`src/rtl/mcu_spi_pkg.sv`:
```
// rtl/mcu_spi_pkg.sv - shared constants and types for the MCU SPI bridge
//
// Holds the downstream target ids, the bridge FSM state encoding and the
// byte sent on MISO when no target reply is due.

package mcu_spi_pkg;

    // Target ids carried in the first byte of every frame
    localparam logic [7:0] TGT_SYS = 8'd0;
    localparam logic [7:0] TGT_HID = 8'd1;
    localparam logic [7:0] TGT_OSD = 8'd2;
    localparam logic [7:0] TGT_SDC = 8'd3;

    // Byte shifted out when no reply is pending (id byte, first data byte, bad id)
    localparam logic [7:0] IDLE_REPLY = 8'h00;

    typedef enum logic [1:0] {
        ST_IDLE = 2'd0,
        ST_ID   = 2'd1,
        ST_DATA = 2'd2,
        ST_WAIT = 2'd3
    } state_t;

endpackage

```
`src/rtl/mcu_spi_bridge_spi_in_sync.sv`:
```
// rtl/mcu_spi_bridge_spi_in_sync.sv - SPI pin synchronisers and edge detectors
//
// Ports:
//   clk, reset        system clock, synchronous active-high reset
//   spi_csn/sclk/mosi raw asynchronous SPI pins
//   csn               synchronised chip select level
//   csn_fall          one-cycle pulse on a synchronised csn falling edge
//   sclk_rise/fall    one-cycle pulses on synchronised SCK edges
//   mosi              synchronised MOSI, aligned with the SCK edge pulses

module spi_in_sync #(
    parameter int SYNC_STAGES = 2
) (
    input  logic clk,
    input  logic reset,
    input  logic spi_csn,
    input  logic spi_sclk,
    input  logic spi_mosi,
    output logic csn,
    output logic csn_fall,
    output logic sclk_rise,
    output logic sclk_fall,
    output logic mosi
);

    logic [SYNC_STAGES-1:0] csn_sync;
    logic [SYNC_STAGES-1:0] sclk_sync;
    logic [SYNC_STAGES-1:0] mosi_sync;
    logic                   csn_prev;
    logic                   sclk_prev;

    // csn resets to "deselected" so a low pin after reset looks like a falling
    // edge; the bridge ignores it because it starts in WAIT.
    always_ff @(posedge clk) begin
        if (reset) begin
            csn_sync  <= '1;
            sclk_sync <= '0;
            mosi_sync <= '0;
            csn_prev  <= 1'b1;
            sclk_prev <= 1'b0;
        end else begin
            csn_sync  <= {csn_sync[SYNC_STAGES-2:0], spi_csn};
            sclk_sync <= {sclk_sync[SYNC_STAGES-2:0], spi_sclk};
            mosi_sync <= {mosi_sync[SYNC_STAGES-2:0], spi_mosi};
            csn_prev  <= csn_sync[SYNC_STAGES-1];
            sclk_prev <= sclk_sync[SYNC_STAGES-1];
        end
    end

    assign csn       = csn_sync[SYNC_STAGES-1];
    assign csn_fall  = csn_prev & ~csn_sync[SYNC_STAGES-1];
    assign sclk_rise = ~sclk_prev & sclk_sync[SYNC_STAGES-1];
    assign sclk_fall = sclk_prev & ~sclk_sync[SYNC_STAGES-1];
    assign mosi      = mosi_sync[SYNC_STAGES-1];

endmodule

```
`src/rtl/mcu_spi_bridge.sv`:
```
// rtl/mcu_spi_bridge.sv - SPI slave demultiplexing MCU byte frames to core targets
//
// Frame: csn low, one target id byte, then any number of data bytes. Each
// data byte is handed to the selected target with a one-cycle tgt_strobe;
// the target's reply to byte k is shifted out on MISO during byte k+1.
//
// Ports:
//   clk, reset   system clock, synchronous active-high reset
//   spi_csn      MCU chip select (active-low, asynchronous)
//   spi_sclk     SPI clock, mode 0, asynchronous, at most clk/8
//   spi_mosi     MCU->FPGA data, MSB first
//   spi_miso     FPGA->MCU data, MSB first
//   tgt_strobe   one-hot, one-cycle pulse per data byte delivered
//   tgt_start    high with tgt_strobe for the first data byte of a frame
//   tgt_data     byte delivered with tgt_strobe
//   tgt_reply    reply byte per target, target n at [8n+7:8n]
//
// Optional build macro MCU_SPI_TIMEOUT_EN: aborts a frame to WAIT after
// TIMEOUT clk cycles without an SCK edge.

module mcu_spi_bridge
    import mcu_spi_pkg::*;
#(
    parameter int TARGETS     = 4,
    parameter int SYNC_STAGES = 2,
    parameter int TIMEOUT     = 4096
) (
    input  logic                   clk,
    input  logic                   reset,
    input  logic                   spi_csn,
    input  logic                   spi_sclk,
    input  logic                   spi_mosi,
    output logic                   spi_miso,
    output logic [TARGETS-1:0]     tgt_strobe,
    output logic                   tgt_start,
    output logic [7:0]             tgt_data,
    input  logic [8*TARGETS-1:0]   tgt_reply
);

    logic csn, csn_fall, sclk_rise, sclk_fall, mosi;

    spi_in_sync #(
        .SYNC_STAGES (SYNC_STAGES)
    ) u_in_sync (
        .clk       (clk),
        .reset     (reset),
        .spi_csn   (spi_csn),
        .spi_sclk  (spi_sclk),
        .spi_mosi  (spi_mosi),
        .csn       (csn),
        .csn_fall  (csn_fall),
        .sclk_rise (sclk_rise),
        .sclk_fall (sclk_fall),
        .mosi      (mosi)
    );

    state_t             state, state_next;
    logic [2:0]         bit_cnt;
    logic [7:0]         rx_shift;
    logic [7:0]         id;
    logic [7:0]         tx_shift;
    logic               first_byte;
    logic               load_p1, load_p2;
    logic               sel_p1, sel_p2;
    logic               timeout;
    logic               in_id, in_data, in_frame, clear_tx;
    logic [7:0]         rx_byte;
    logic               byte_done;
    logic               id_valid;
    logic [TARGETS-1:0] id_onehot;
    logic [7:0]         sel_reply;

    assign rx_byte   = {rx_shift[6:0], mosi};
    // csn high takes priority over a byte-completing edge in the same cycle
    assign byte_done = in_frame && !csn && !timeout && sclk_rise && (bit_cnt == 3'd7);
    assign id_valid  = (int'(id) < TARGETS);

    always_comb begin
        id_onehot = '0;
        sel_reply = IDLE_REPLY;
        for (int n = 0; n < TARGETS; n++) begin
            if (id == 8'(n)) begin
                id_onehot[n] = 1'b1;
                sel_reply    = tgt_reply[8*n +: 8];
            end
        end
    end

    // ---------------- FSM: state register ----------------
    always_ff @(posedge clk) begin
        if (reset) state <= ST_WAIT;
        else       state <= state_next;
    end

    // ---------------- FSM: next state ----------------
    always_comb begin
        state_next = state;
        case (state)
            ST_WAIT: if (csn)      state_next = ST_IDLE;
            ST_IDLE: if (csn_fall) state_next = ST_ID;
            ST_ID: begin
                if (csn)            state_next = ST_IDLE;
                else if (timeout)   state_next = ST_WAIT;
                else if (byte_done) state_next = ST_DATA;
            end
            ST_DATA: begin
                if (csn)            state_next = ST_IDLE;
                else if (timeout)   state_next = ST_WAIT;
            end
            default: state_next = ST_WAIT;
        endcase
    end

    // ---------------- FSM: state decode ----------------
    always_comb begin
        in_id    = (state == ST_ID);
        in_data  = (state == ST_DATA);
        in_frame = in_id || in_data;
        clear_tx = (state == ST_IDLE) || (state == ST_WAIT);
    end

    // ---------------- receive path and target strobes ----------------
    always_ff @(posedge clk) begin
        if (reset) begin
            bit_cnt    <= 3'd0;
            rx_shift   <= 8'h00;
            id         <= 8'h00;
            first_byte <= 1'b0;
            tgt_strobe <= '0;
            tgt_start  <= 1'b0;
            tgt_data   <= 8'h00;
            load_p1    <= 1'b0;
            load_p2    <= 1'b0;
            sel_p1     <= 1'b0;
            sel_p2     <= 1'b0;
        end else begin
            tgt_strobe <= '0;
            tgt_start  <= 1'b0;
            // Reply-load pipeline: byte done at T, target sees strobe at T+1,
            // MISO register takes the reply at T+2.
            load_p1    <= byte_done;
            sel_p1     <= byte_done && in_data && id_valid;
            load_p2    <= load_p1;
            sel_p2     <= sel_p1;

            if (!in_frame) begin
                bit_cnt  <= 3'd0;
                rx_shift <= 8'h00;
            end else if (sclk_rise && !csn && !timeout) begin
                bit_cnt  <= bit_cnt + 3'd1;
                rx_shift <= rx_byte;
            end

            if (byte_done && in_id) begin
                id         <= rx_byte;
                first_byte <= 1'b1;
            end

            if (byte_done && in_data) begin
                first_byte <= 1'b0;
                if (id_valid) begin
                    tgt_strobe <= id_onehot;
                    tgt_start  <= first_byte;
                    tgt_data   <= rx_byte;
                end
            end
        end
    end

    // ---------------- transmit path ----------------
    // The falling edge that follows a byte's last rising edge sees bit_cnt==0;
    // it must not shift, so the freshly loaded bit 7 stays on MISO.
    always_ff @(posedge clk) begin
        if (reset || clear_tx) begin
            tx_shift <= 8'h00;
        end else if (load_p2) begin
            tx_shift <= sel_p2 ? sel_reply : IDLE_REPLY;
        end else if (in_frame && sclk_fall && (bit_cnt != 3'd0)) begin
            tx_shift <= {tx_shift[6:0], 1'b0};
        end
    end

    assign spi_miso = tx_shift[7];

    // ---------------- optional SCK stall timeout ----------------
`ifdef MCU_SPI_TIMEOUT_EN
    localparam int TW = $clog2(TIMEOUT + 1);
    logic [TW-1:0] tmo_cnt;

    always_ff @(posedge clk) begin
        if (reset || !in_frame || sclk_rise || sclk_fall) tmo_cnt <= '0;
        else if (!timeout)                               tmo_cnt <= tmo_cnt + TW'(1);
    end

    assign timeout = (tmo_cnt == TW'(TIMEOUT));
`else
    logic unused_timeout_cfg;
    assign unused_timeout_cfg = (TIMEOUT == 0);
    assign timeout = 1'b0;
`endif

endmodule

```
`config.mk`:
```
export PLATFORM = sky130hd
export DESIGN_NAME = mcu_spi_bridge
export DESIGN_NICKNAME = d
export VERILOG_FILES = /design/src/rtl/mcu_spi_pkg.sv /design/src/rtl/mcu_spi_bridge_spi_in_sync.sv /design/src/rtl/mcu_spi_bridge.sv
export SDC_FILE = /design/constraint.sdc
export NUM_CORES = 1
export LEC_CHECK = 0
export BUFFER_PORTS_ARGS = -buffer_cell sky130_fd_sc_hd__buf_2
export CORE_ASPECT_RATIO = 1.4
export CORE_MARGIN = 10
export CORE_UTILIZATION = 40
export DETAILED_ROUTE_END_ITERATION = 6
export SYNTH_ARGS = -nofsm -noshare
export SYNTH_HDL_FRONTEND = slang
export SYNTH_HIERARCHICAL = 1
export SYNTH_SLANG_ARGS = --single-unit
```
`constraint.sdc`:
```
create_clock -name clk -period 2.9 [get_ports clk]
set_clock_uncertainty 0.05 [all_clocks]
set_input_delay 0.145 -clock clk [delete_from_list [all_inputs] [get_ports clk]]
set_output_delay 0.145 -clock clk [all_outputs]
set_load 0.005 [all_outputs]
```
# Word-level counts from Yosys, hierarchy flattened
# Index checks and enable logic that the tools add are counted.
classes:
  bitwise: 9
  n_reduce_logical: 23
  eq_ne: 10
  add_sub_neg: 1
  mux: 16
  n_lt_le_gt_ge: 1
op_table:
  columns: ["operator", "n"]
  rows:
  - ["$mux W8", 7]
  - ["$eq A8 B2 Y1 const B", 2]
  - ["$logic_and A1 B1 Y1", 9]
  - ["$eq A8 B1 Y1 const B", 1]
  - ["$logic_not A8 Y1", 1]
  - ["$lt A8 B3 Y1 const B", 1]
  - ["$mux W2", 4]
  - ["$not A1 Y1", 6]
  - ["$pmux W2 S3", 1]
  - ["$reduce_or A2 Y1", 3]
  - ["$eq A2 B2 Y1 const B", 2]
  - ["$mux W1", 4]
  - ["$add A3 B1 Y3 const B", 1]
  - ["$and A1 B1 Y1", 3]
  - ["$eq A3 B3 Y1 const B", 1]
  - ["$logic_or A1 B1 Y1", 3]
  - ["$ne A3 B1 Y1 const B", 1]
  - ["$reduce_and A3 Y1", 1]
  - ["$reduce_bool A3 Y1", 1]
  - ["$reduce_or A3 Y1", 1]
  - ["$eq A2 B1 Y1 const B", 1]
  - ["$logic_not A2 Y1", 1]
  - ["$ne A2 B1 Y1 const B", 1]
  - ["$ne A2 B2 Y1 const B", 1]
  - ["3 further kinds", 3]
word_totals:
  inputBits: 37
  elab_cells: 78
  output_inout_bits: 14
  ff_bits: 54

# Logic depth before layout (Yosys ltp)
# Gate-level depths: netlist of run 1.
logic_depth:
  depth_word: 8
  depth_mapped: 9
  mapped_depth_nobuf: 7

# Hierarchy
# Netlist of run 1, hierarchy kept.
modules_own_cells:
  columns: ["mod", "cells_per_inst", "area_each_um2", "instances", "seq_area_each_um2"]
  rows:
  - ["mcu_spi_bridge", 249, 2170.8, 1, 920.9]
  - ["spi_in_sync", 19, 229.0, 1, 160.2]

# Least setup slack after synthesis of run 1
# OpenSTA, ideal clock, no wires.
synth_path:
  path_kind: "reg-to-reg"
  from: "register state[0]"
  to: "register tx_shift[6]"
  slack_ns: 0.979
  n_path_buf: 1
  t_arrival_ns: 1.768
  synth_period_minus_slack_ns: 1.921
  required_ns: 2.747
  setup_ns: 0.103
  path_stages_with_launch: 8
  path_cell_list: "dfxtp_1 -> inv_1 -> ha_1 -> and2_4 -> buf_6 -> a21o_1 -> and2b_4 -> a2111oi_2"
synth_via:
  elab_chain_len: 5
  elab_cells_between_ends: 10
  classes_between: "eq/ne: 3; reduce/logical: 7"
synth_lines:
  columns: ["element", "line_no", "source"]
  rows:
  - ["from (decl)", "mcu_spi_bridge.sv:57", "state_t state, state_next;"]
  - ["from (signal assigned)", "mcu_spi_bridge.sv:92", "else state <= state_next;"]
  - ["$eq A2 B1 Y1 or $eq A2 B2 Y1 (tied branches)", "mcu_spi_bridge.sv:116, mcu_spi_bridge.sv:117", null]
  - ["$logic_or A1 B1 Y1", "mcu_spi_bridge.sv:118", "in_frame = in_id || in_data;"]
  - ["$logic_and A1 B1 Y1 (2 in series)", "mcu_spi_bridge.sv:178", "end else if (in_frame && sclk_fall && (bit_cnt != 3'd0)) begin"]
  - ["$reduce_bool A2 Y1 (no source line)", null, null]
  - ["to (signal assigned)", "mcu_spi_bridge.sv:177", "tx_shift <= sel_p2 ? sel_reply : IDLE_REPLY;"]
  - ["to (signal assigned)", "mcu_spi_bridge.sv:179", "tx_shift <= {tx_shift[6:0], 1'b0};"]
  - ["to (decl)", "mcu_spi_bridge.sv:61", "logic [7:0] tx_shift;"]
# Several ways; a longest one is shown, not always the timed one.
# A chain may end at the register's enable or synchronous reset.

# Final worst setup path of run 1
layout_path:
  from: "register state[0]"
  to: "register state[1]"
layout_via:
  elab_chain_len: 7
  elab_cells_between_ends: 14
  classes_between: "eq/ne: 6; mux: 1; reduce/logical: 7"
layout_lines:
  columns: ["element", "line_no", "source"]
  rows:
  - ["$eq A2 B1 Y1 or $eq A2 B2 Y1 (tied branches)", "mcu_spi_bridge.sv:98, mcu_spi_bridge.sv:116, mcu_spi_bridge.sv:117", null]
  - ["$logic_or A1 B1 Y1", "mcu_spi_bridge.sv:118", null]
  - ["$logic_and A1 B1 Y1 (3 in series)", "mcu_spi_bridge.sv:75", "assign byte_done = in_frame && !csn && !timeout && sclk_rise && (bit_cnt == 3'd7);"]
  - ["$ne A3 B1 Y1 (no source line)", null, null]
  - ["$reduce_and A3 Y1 (no source line)", null, null]
# Several ways; a longest one is shown, not always the timed one.

==> run_results.csv, run 1 <==
group,metric,value,unit
placed_design,place.gp.congestion,0.7782,
timing,final.setup.worst_slack,0.8760,ns
final_layout,final_common_cell,"dfxtp_1",
power_and_ir_drop,p_comb_share,7.0,%
synth,synth_edf_count,0,
detailed_routing,postRouteAntennaNets,0,
setup_path,critPathMaxFanout,13,
cts,ctsResizeCount,0,
setup_path,worstSetupPathType,"register to register",
timing,min_period,2.024,ns
detailed_routing,wl,5646,um
synth,yosys_warnings,6,
synth,syn_inst,268,
floorplanning,die_h,111.6,um
floorplanning,die_w,85.46,um
power_and_ir_drop,switching_share,21.43,%
power_and_ir_drop,p_seq_share,55.7,%
detailed_routing,first_iter_violations,88,
setup_path,cp-start-kind,"register",
setup_path,worstSetupStartpoint,"state[0]",
synth,synth_ff_type,"dfxtp_1",
cts,cts_buffer_depth,2,
flow_run,max_cap_viol_count,0,
detailed_routing,via_count,1982,
detailed_routing,avgRoutedWirePerCell,14.78,um
global_route,grt_pass1_wl,9522,um
hold_path,hold_class,"input port to register",
final_layout,nets,357,
setup_path,worstSetupEndpointType,"register",
timing,tightest_slew,0.8947,ns
floorplanning,floorplan.initialDensity,40.93,%
placed_design,place_ws,0.8848,ns
placed_design,io_buffers,50,
global_route,grt_pass1_vias,1962,
synth,synth_fp_nets,313,
cts,numCtsBuffers,5,
floorplanning,dieArea,0.009541,sq mm
synth,ys_seq_area_share,45.05,%
cts,cts_sinks,54,
synth,ys_seq_elements,54,
cts,cts_tree,"yes",
timing,finalHoldViolCount,0,
cts,clock_latency,0.30,ns
timing,slew_viol_final,0,
status,status,"finished, final reports clean",
floorplanning,io_pins,51,
detailed_routing,vias_per_cell,5.188,
synth,async_flop_share,0,%
setup_path,worstPathArrival,2.17,ns
global_route,grt_usage,11.70,%
final_layout,utilization,47.65,%
setup_path,r2r-end,"state[1]",
timing,tns,0,ns
detailed_routing,post-route-drc-count,0,
final_layout,layout_common_cells,"dfxtp_1, buf_2, a21oi_1",
final_layout,drive_gt1_share,24.04,%
cts,htreeDepth,2,
power_and_ir_drop,total_leakage_power,0.001142,uW
detailed_routing,first_pass_iters,4,
cts,clk_pin_slew,0.08,ns
power_and_ir_drop,switchingPower,290.5,uW
floorplanning,num_rows,33,
final_layout,num_antenna_cells,0,
timing,min_period_over_period,69.79,%
global_route,antenna_found_initial,0,
synth,yosysUniqueCellTypes,38,
synth,syn_area,0.002400,sq mm
setup_path,worst_r2r_path_depth,7,
power_and_ir_drop,p_per_area,485.1,mW/mm^2
setup_path,rr_startpoint,"state[0]",
timing,fmax,0.4941,GHz
power_and_ir_drop,power.internal,1065,uW
placed_design,hpwl,4343,um
global_route,grt_max_degree,32,
cts,clock-root-buffer,"clkbuf_8",
final_layout,area_delta_synth_final,16.42,%
timing,rsz0062_at_grt,"false",
timing,finalSetupViolCount,0,
global_route,grt-ovfl-total,0,
setup_path,regToRegSetupSlack,0.88,ns
timing,holdWs,0.004844,ns
power_and_ir_drop,ir_worst_vdd,0.0002990,V
synth,avgSynthCellArea,8.954,sq um
floorplanning,core,0.005863,sq mm
timing,relSlewSlack,40.35,%
power_and_ir_drop,clockPowerShare,37.3,%
setup_path,crit_required,3.04,ns
setup_path,critical_path.endpoint,"state[1]",
final_layout,fill_cells,601,
[per-layer routing]
layer  vias up  part of all wire, %  track usage, %
li1       1000                    -               -
met1       921                   45           13.77
met2        57                   48           19.89
met3         4                  6.4           3.647
met4         0                 0.94           2.974
met5         -                    0               0
[logic make-up (layout without fill, tap and decap cells)]
family	after synthesis	count (layout)	synth area share (%)
mux	16	16	7.195
xor+xnor	1	1	0.3650
fa+ha+maj	8	8	4.171
simple gates	92	92	19.40
flops	54	54	45.05
buf+inv	32	76	6.204
compound gates	65	65	17.62
[Yosys cell counts (all sizes together), types with 4 or more instances]
master | number | share of area [%]
clkbuf | 11 | 1.7
nor2 | 23 | 3.6
nand2 | 28 | 4.4
a2111oi | 7 | 4.4
or2 | 4 | 1.1
a21oi | 31 | 6.5
a31oi | 7 | 1.8
o21ai | 14 | 2.9
inv | 14 | 2.2
nor2b | 12 | 3.1
ha | 8 | 4.2
nand3 | 8 | 1.7
mux2i | 15 | 6.3
nand2b | 5 | 1.3
buf | 7 | 2.3
dfxtp | 54 | 45
[critical path: stages (launching register included)]
cell      delay [ns]
dfxtp_1         0.39
inv_1           0.10
ha_1            0.33
and4b_1         0.23
buf_4           0.17
o221ai_1        0.30
nor2_1          0.09
a211o_1         0.27
[how the worst min path moves through the flow]
stage | start | to | slack [ns] | depth (start not counted)
3_3_place_gp | spi_csn | u_in_sync/csn_sync[0] | 0.28 | 2
4_1_cts | spi_sclk | u_in_sync/sclk_sync[0] | 0.002 | 2
2_1_floorplan | reset | load_p2 | 0.17 | 1
5_1_grt | spi_sclk | u_in_sync/sclk_sync[0] | 0.02 | 2
3_5_place_dp | spi_csn | u_in_sync/csn_sync[0] | 0.28 | 2
6_report | spi_sclk | u_in_sync/sclk_sync[0] | 0.005 | 2
[through the flow]
step | power [uW] | std cells | cell area [sq um]
after CTS | 1375 | 382 | 2794
after floorplan | 825.7 | 268 | 2400
after global routing | 1418 | 382 | 2794
after detailed placement | 867.5 | 374 | 2671
after global placement | 864.5 | 374 | 2671
final | 1355 | 382 | 2794
[repair_timing]
action	in CTS	in global routing
setup buffers	0	0
endpoints found under the hold margin	1	0
hold buffers	1	0
[state kept, by name (all words and copies together), names as in the netlist, 2 cells and up]
signal,flops
u_in_sync/mosi_sync,2
u_in_sync/sclk_sync,2
rx_shift,7
tx_shift,8
state,2
u_in_sync/csn_sync,2
id,8
tgt_strobe,4
bit_cnt,3
tgt_data,8
[power groups by stage]
stage               clock (uW)  combinational, uW  sequential [uW]
finish                     505               95.3              755
global route               556                106              756
CTS                        523               96.9              755
detailed placement           0               95.2              772
global placement             0               92.6              772
floorplan                    0               55.1              771
[area by class of cell]
class / instances / area (sq um) / share of cell area (%)
inverters: 14 / 52.55 / 1.881
multi-input cells: 182 / 1170 / 41.87
clock inverters: 1 / 30.03 / 1.075
well taps: 70 / 87.58 / 3.135
clock buffers: 6 / 82.58 / 2.956
flip-flops and latches: 54 / 1081 / 38.69
repair buffers: 55 / 290.3 / 10.39
(Power assumes the default switching activity.)
==> run 2, diff against run 1 <==
- clock period: 2.9 -> 2 ns (I/O delays scaled with it)
==> run 2 against run 1 <==
Effect of this change:
- worst hold slack better by 0.088 ns
- sequential share of layout area down 0.76 points
- flip-flop and latch count unchanged
- critical path depth down 1
- sequential power up 46%
- worst setup slack worse by 0.71 ns
- clock power up 19%
- fmax up 10%
- first-iteration DRC count down 23%
- die area unchanged
- non-clock buffer count up 10
- critical endpoint is now tx_shift[6]
==> run_results.csv, run 2 (synthesis results as in run 1) <==
group,metric,value,unit
hold_path,hold_class,"input port to register",
global_route,grt_max_degree,32,
power_and_ir_drop,ir_worst_vdd,0.0004382,V
global_route,antenna_found_initial,0,
final_layout,area_delta_synth_final,19.03,%
floorplanning,num_rows,33,
detailed_routing,vias_per_cell,5.074,
detailed_routing,first_iter_violations,68,
placed_design,hpwl,4208,um
setup_path,worstSetupStartpoint,"state[0]",
setup_path,rr_startpoint,"state[0]",
timing,rsz0062_at_grt,"false",
setup_path,critical_path.endpoint,"tx_shift[6]",
setup_path,worstSetupPathType,"register to register",
floorplanning,dieArea,0.009541,sq mm
timing,final.setup.worst_slack,0.1674,ns
cts,clock-root-buffer,"clkbuf_8",
cts,cts_sinks,54,
detailed_routing,post-route-drc-count,0,
setup_path,cp_slowest_cell,"dfxtp_2",
setup_path,crit_required,2.16,ns
detailed_routing,avgRoutedWirePerCell,14.12,um
placed_design,io_buffers,50,
setup_path,regToRegSetupSlack,0.17,ns
final_layout,nets,367,
setup_path,r2r-end,"tx_shift[6]",
final_layout,reg_top3,"id x8, tgt_data x8, tx_shift x8",
final_layout,final_common_cell,"dfxtp_1",
detailed_routing,first_pass_iters,4,
timing,tightest_slew,0.3974,ns
placed_design,place.gp.congestion,0.7827,
placed_design,place_ws,0.1295,ns
cts,numCtsBuffers,5,
setup_path,worst_r2r_path_depth,6,
detailed_routing,postRouteAntennaNets,0,
timing,min_period_over_period,91.63,%
timing,relSlewSlack,73.47,%
global_route,grt-ovfl-total,0,
power_and_ir_drop,p_per_area,648.2,mW/mm^2
timing,finalSetupViolCount,0,
cts,post_cts_buffers,0,
floorplanning,io_pins,51,
timing,holdWs,0.09292,ns
cts,htreeDepth,2,
setup_path,path_cells,"inv_1 -> ha_1 -> and2_4 -> a21o_1 -> and2b_4 -> a2111oi_2",
cts,cts_tree,"yes",
global_route,grt_pass1_vias,2022,
detailed_routing,wl,5550,um
final_layout,layout_common_cells,"dfxtp_1, buf_2, a21oi_1",
setup_path,worstSetupEndpointType,"register",
timing,min_period,1.833,ns
hold_path,hold_path_depth,3,
flow_run,max_cap_viol_count,0,
floorplanning,floorplan.initialDensity,40.93,%
detailed_routing,via_count,1994,
power_and_ir_drop,total_power,1852,uW
final_layout,fill_cells,603,
cts,clock_latency,0.31,ns
status,status,"finished, final reports clean",
power_and_ir_drop,total_leakage_power,0.001179,uW
floorplanning,die_w,85.46,um
final_layout,drive_gt1_share,26.63,%
setup_path,worstPathArrival,1.99,ns
timing,slew_viol_final,0,
final_layout,num_antenna_cells,0,
global_route,grt_usage,11.62,%
cts,cts_buffer_depth,2,
setup_path,critPathMaxFanout,8,
timing,tns,0,ns
timing,finalHoldViolCount,0,
global_route,grt_pass1_wl,9315,um
timing,fmax,0.5457,GHz
floorplanning,core,0.005863,sq mm
floorplanning,die_h,111.6,um
setup_path,cp-start-kind,"register",
cts,clk_pin_slew,0.09,ns
setup_path,slowest_delay,0.36,ns
## run 2: changes by cell type in the layout (fill, tap and decap cells not counted), sizes merged
cell / change
dlygate4sd3: +2
bufinv: -1
buf: +8
clkinv: +2
## run 2: routing by layer
metal  routed length (um)  share of wire (%)  track usage, %
met5                    0                  0               0
met4                   86                1.5           4.185
met3                  402                7.2           3.793
met2                 2676                 48           19.84
met1                 2384                 43           13.01
## run 2: final cells by class
type	count	area (sq um)	area share (%)
Tap cell	70	87.58	3.066
Sequential cell	54	1084	37.93
Timing Repair Buffer	65	370.4	12.97
Inverter	14	52.55	1.840
Clock inverter	2	13.76	0.4818
Multi-Input combinational cell	182	1176	41.17
Clock buffer	6	72.57	2.541
## run 2: worst min-delay path by stage
stage,start,endpoint,slack [ns]
floorplan,reset,load_p2,0.12
global placement,spi_csn,u_in_sync/csn_sync[0],0.23
detailed placement,spi_csn,u_in_sync/csn_sync[0],0.24
CTS,tgt_reply[25],tx_shift[1],0.09
global route,tgt_reply[25],tx_shift[1],0.1
finish,tgt_reply[25],tx_shift[1],0.09
## run 2: through the flow
stage / std cells / util [%] / cell area [sq um]
after floorplan: 268 / - / 2400
after global placement: 382 / 46.59 / 2731
after detailed placement: 382 / 46.59 / 2731
after CTS: 393 / 48.57 / 2848
after global routing: 393 / 48.72 / 2856
final: 393 / 48.72 / 2856
## run 2: worst max-delay path, delay by kind of cell (launching register included)
| kind | cells | cell delay [ns] |
|---|---|---|
| DFF | 1 | 0.36 |
| buffers and inverters | 1 | 0.08 |
| and+or+nand+nor | 2 | 0.39 |
| adders and majority gates | 1 | 0.33 |
| AOI/OAI and AO/OA | 2 | 0.53 |
## run 2: timing repair
item | in CTS | in global routing
setup endpoints to repair | 0 | 3
hold buffers | 3 | 0
gates resized for setup | 0 | 3
hold endpoints to repair | 3 | 0
## run 2: power breakdown
group	switching [uW]	leakage, uW	total [uW]	internal (uW)
clock network	355	0.0000452	603	248
logic	81.9	0.000697	153	70.7
registers	8.80	0.000437	1100	1090
==> run 3, diff against run 2 <==
- REMOVE_ABC_BUFFERS: default -> 1
- clock period: 2 -> 1.6 ns (I/O delays scaled with it)
==> run 3 against run 2 <==
Effect of this change:
- the flow now finishes with violations (setup timing)
- flip-flop and latch count stayed put
- sequential power is 25% higher
- fmax is 8.3% higher
- cell count is 3.8% higher
- die area stayed put
- global-route usage is 0.52 points higher
- worst hold slack better by 0.0047 ns
- critical path depth is 1 higher
- sequential share of layout area is 4.5 points lower
- routed wire length is 4.8% higher
- utilization is 6.8 points higher
- register-to-register slack worse by 0.26 ns
==> run_results.csv, run 3 (synthesis results as in run 1) <==
group,metric,value,unit
status,status,"complete, but fails checks",
status,failed_checks,"setup timing",
final_layout,drive_gt1_share,36.09,%
timing,finalSetupViolCount,21,
placed_design,dp_cells,396,
setup_path,worstPathArrival,1.90,ns
power_and_ir_drop,p_per_area,786.2,mW/mm^2
setup_path,critPathMaxFanout,4,
detailed_routing,first_pass_iters,4,
power_and_ir_drop,total_leakage_power,0.001284,uW
detailed_routing,avgRoutedWirePerCell,14.26,um
final_layout,stdcell_count,408,
setup_path,crit_required,1.81,ns
timing,holdWs,0.09765,ns
global_route,grt_pass1_wl,9832,um
global_route,grt_pass1_vias,2125,
final_layout,final_common_cell,"buf_2",
final_layout,nets,382,
detailed_routing,vias_per_cell,5.005,
setup_path,path_common_cell,"inv_2",
global_route,grt_usage,12.14,%
timing,slew_viol_final,0,
global_route,grt_max_degree,22,
detailed_routing,post-route-drc-count,0,
placed_design,io_buffers,50,
timing,relSlewSlack,74.45,%
setup_path,worstSetupEndpointType,"register",
placed_design,hpwl,4172,um
placed_design,dpl_cell_area,0.002849,sq mm
power_and_ir_drop,total_power,2561,uW
floorplanning,dieArea,0.009541,sq mm
setup_path,slowest_delay,0.35,ns
setup_path,cp_slowest_cell,"dfxtp_2",
final_layout,utilization,55.55,%
floorplanning,core,0.005863,sq mm
detailed_routing,wl,5818,um
global_route,grt-ovfl-total,0,
final_layout,reg_top3,"id x8, tgt_data x8, tx_shift x8",
floorplanning,floorplan.initialDensity,40.93,%
cts,clock-root-buffer,"clkbuf_8",
cts,cts_buffer_depth,2,
power_and_ir_drop,ir_worst_vdd,0.0006217,V
final_layout,design_area,0.003257,sq mm
cts,clk_pin_slew,0.10,ns
detailed_routing,first_iter_violations,62,
floorplanning,die_h,111.6,um
cts,cts_tree,"yes",
final_layout,area_delta_synth_final,35.71,%
setup_path,worstSetupPathType,"register to register",
setup_path,path_cells,"inv_2 -> ha_4 -> and4b_2 -> nand4_1 -> or2_4 -> inv_2 -> and3_1",
hold_path,hold_class,"input port to register",
timing,fmax,0.5912,GHz
floorplanning,die_w,85.46,um
placed_design,place.gp.congestion,0.7431,
detailed_routing,via_count,2042,
timing,min_period,1.691,ns
timing,tightest_slew,0.3833,ns
timing,rsz0062_at_grt,"true",
detailed_routing,postRouteAntennaNets,0,
floorplanning,io_pins,51,
final_layout,layout_common_cells,"buf_2, dfxtp_1, a21oi_1",
flow_run,max_cap_viol_count,0,
timing,min_period_over_period,105.7,%
cts,cts_sinks,54,
timing,finalHoldViolCount,0,
final_layout,num_antenna_cells,0,
cts,clock_latency,0.31,ns
floorplanning,num_rows,33,
setup_path,cp-start-kind,"register",
cts,numCtsBuffers,5,
cts,htreeDepth,2,
timing,final.setup.worst_slack,-0.09141,ns
global_route,antenna_found_initial,0,
run 3: cell count changes in the layout (fill, tap and decap cells not counted), sizes merged:
cell / change
buf: +15
clkinv: -2
inv: +2
bufinv: +1
clkbuf: -1
run 3: final timing paths:
path                            slack (ns)                  start                     to  cells after the start
worst max-delay path                 -0.09               state[1]          tgt_strobe[3]                      7
worst min-delay path                   0.1                  reset          tgt_strobe[0]                      3
worst max register to register       -0.09               state[1]          tgt_strobe[3]                      7
worst min register to register        0.37  u_in_sync/csn_sync[0]  u_in_sync/csn_sync[1]                      1
run 3: layer usage:
metal  wire [um]  global-route usage, %  up-vias
met1        2416                  13.06      946
met4          68                  3.634        0
met5           0                      0        -
met2        3004                  21.79       42
li1            -                      -     1049
met3         328                  3.793        5
run 3: layout make-up:
cell class	instances	area [sq um]
clock buffer	5	68.82
clock inverter	3	47.55
sequential	54	1089
fill	550	2606
inverter	14	52.55
tap	70	87.58
timing repair buffer	80	506.7
multi-input combinational	182	1405
run 3: through the flow:
stage                     TNS, ns  worst slack (ns)
after global routing       -2.727           -0.1749
after CTS                  -1.101           -0.1092
after floorplan            -10.05           -0.7046
after global placement     -1.838           -0.1186
final                     -0.8802          -0.09141
after detailed placement   -2.947           -0.1632
run 3: critical path, delay by kind of cell (launching register included):
kind,cells,cell delay (ns)
AND/OR/NAND/NOR,4,0.86
flip-flops,1,0.35
adder cells (fa/ha/maj),1,0.27
buffers and inverters,2,0.11
run 3: power breakdown:
group / leakage (uW) / total, uW / switching [uW] / internal (uW)
logic: 0.000786 / 251 / 134 / 117
clock network: 0.0000591 / 943 / 465 / 478
registers: 0.000439 / 1370 / 8.07 / 1360
total: 0.00128 / 2560 / 607 / 1950
run 3: what timing repair did:
| action | 4_1_cts | 5_1_grt |
|---|---|---|
| buffers inserted | 1 | 0 |
| gates resized for setup | 30 | 10 |
| pin swaps | 11 | 8 |
| hold buffers | 3 | 0 |
| setup endpoints to repair | 31 | 26 |
| hold endpoints to repair | 3 | 0 |
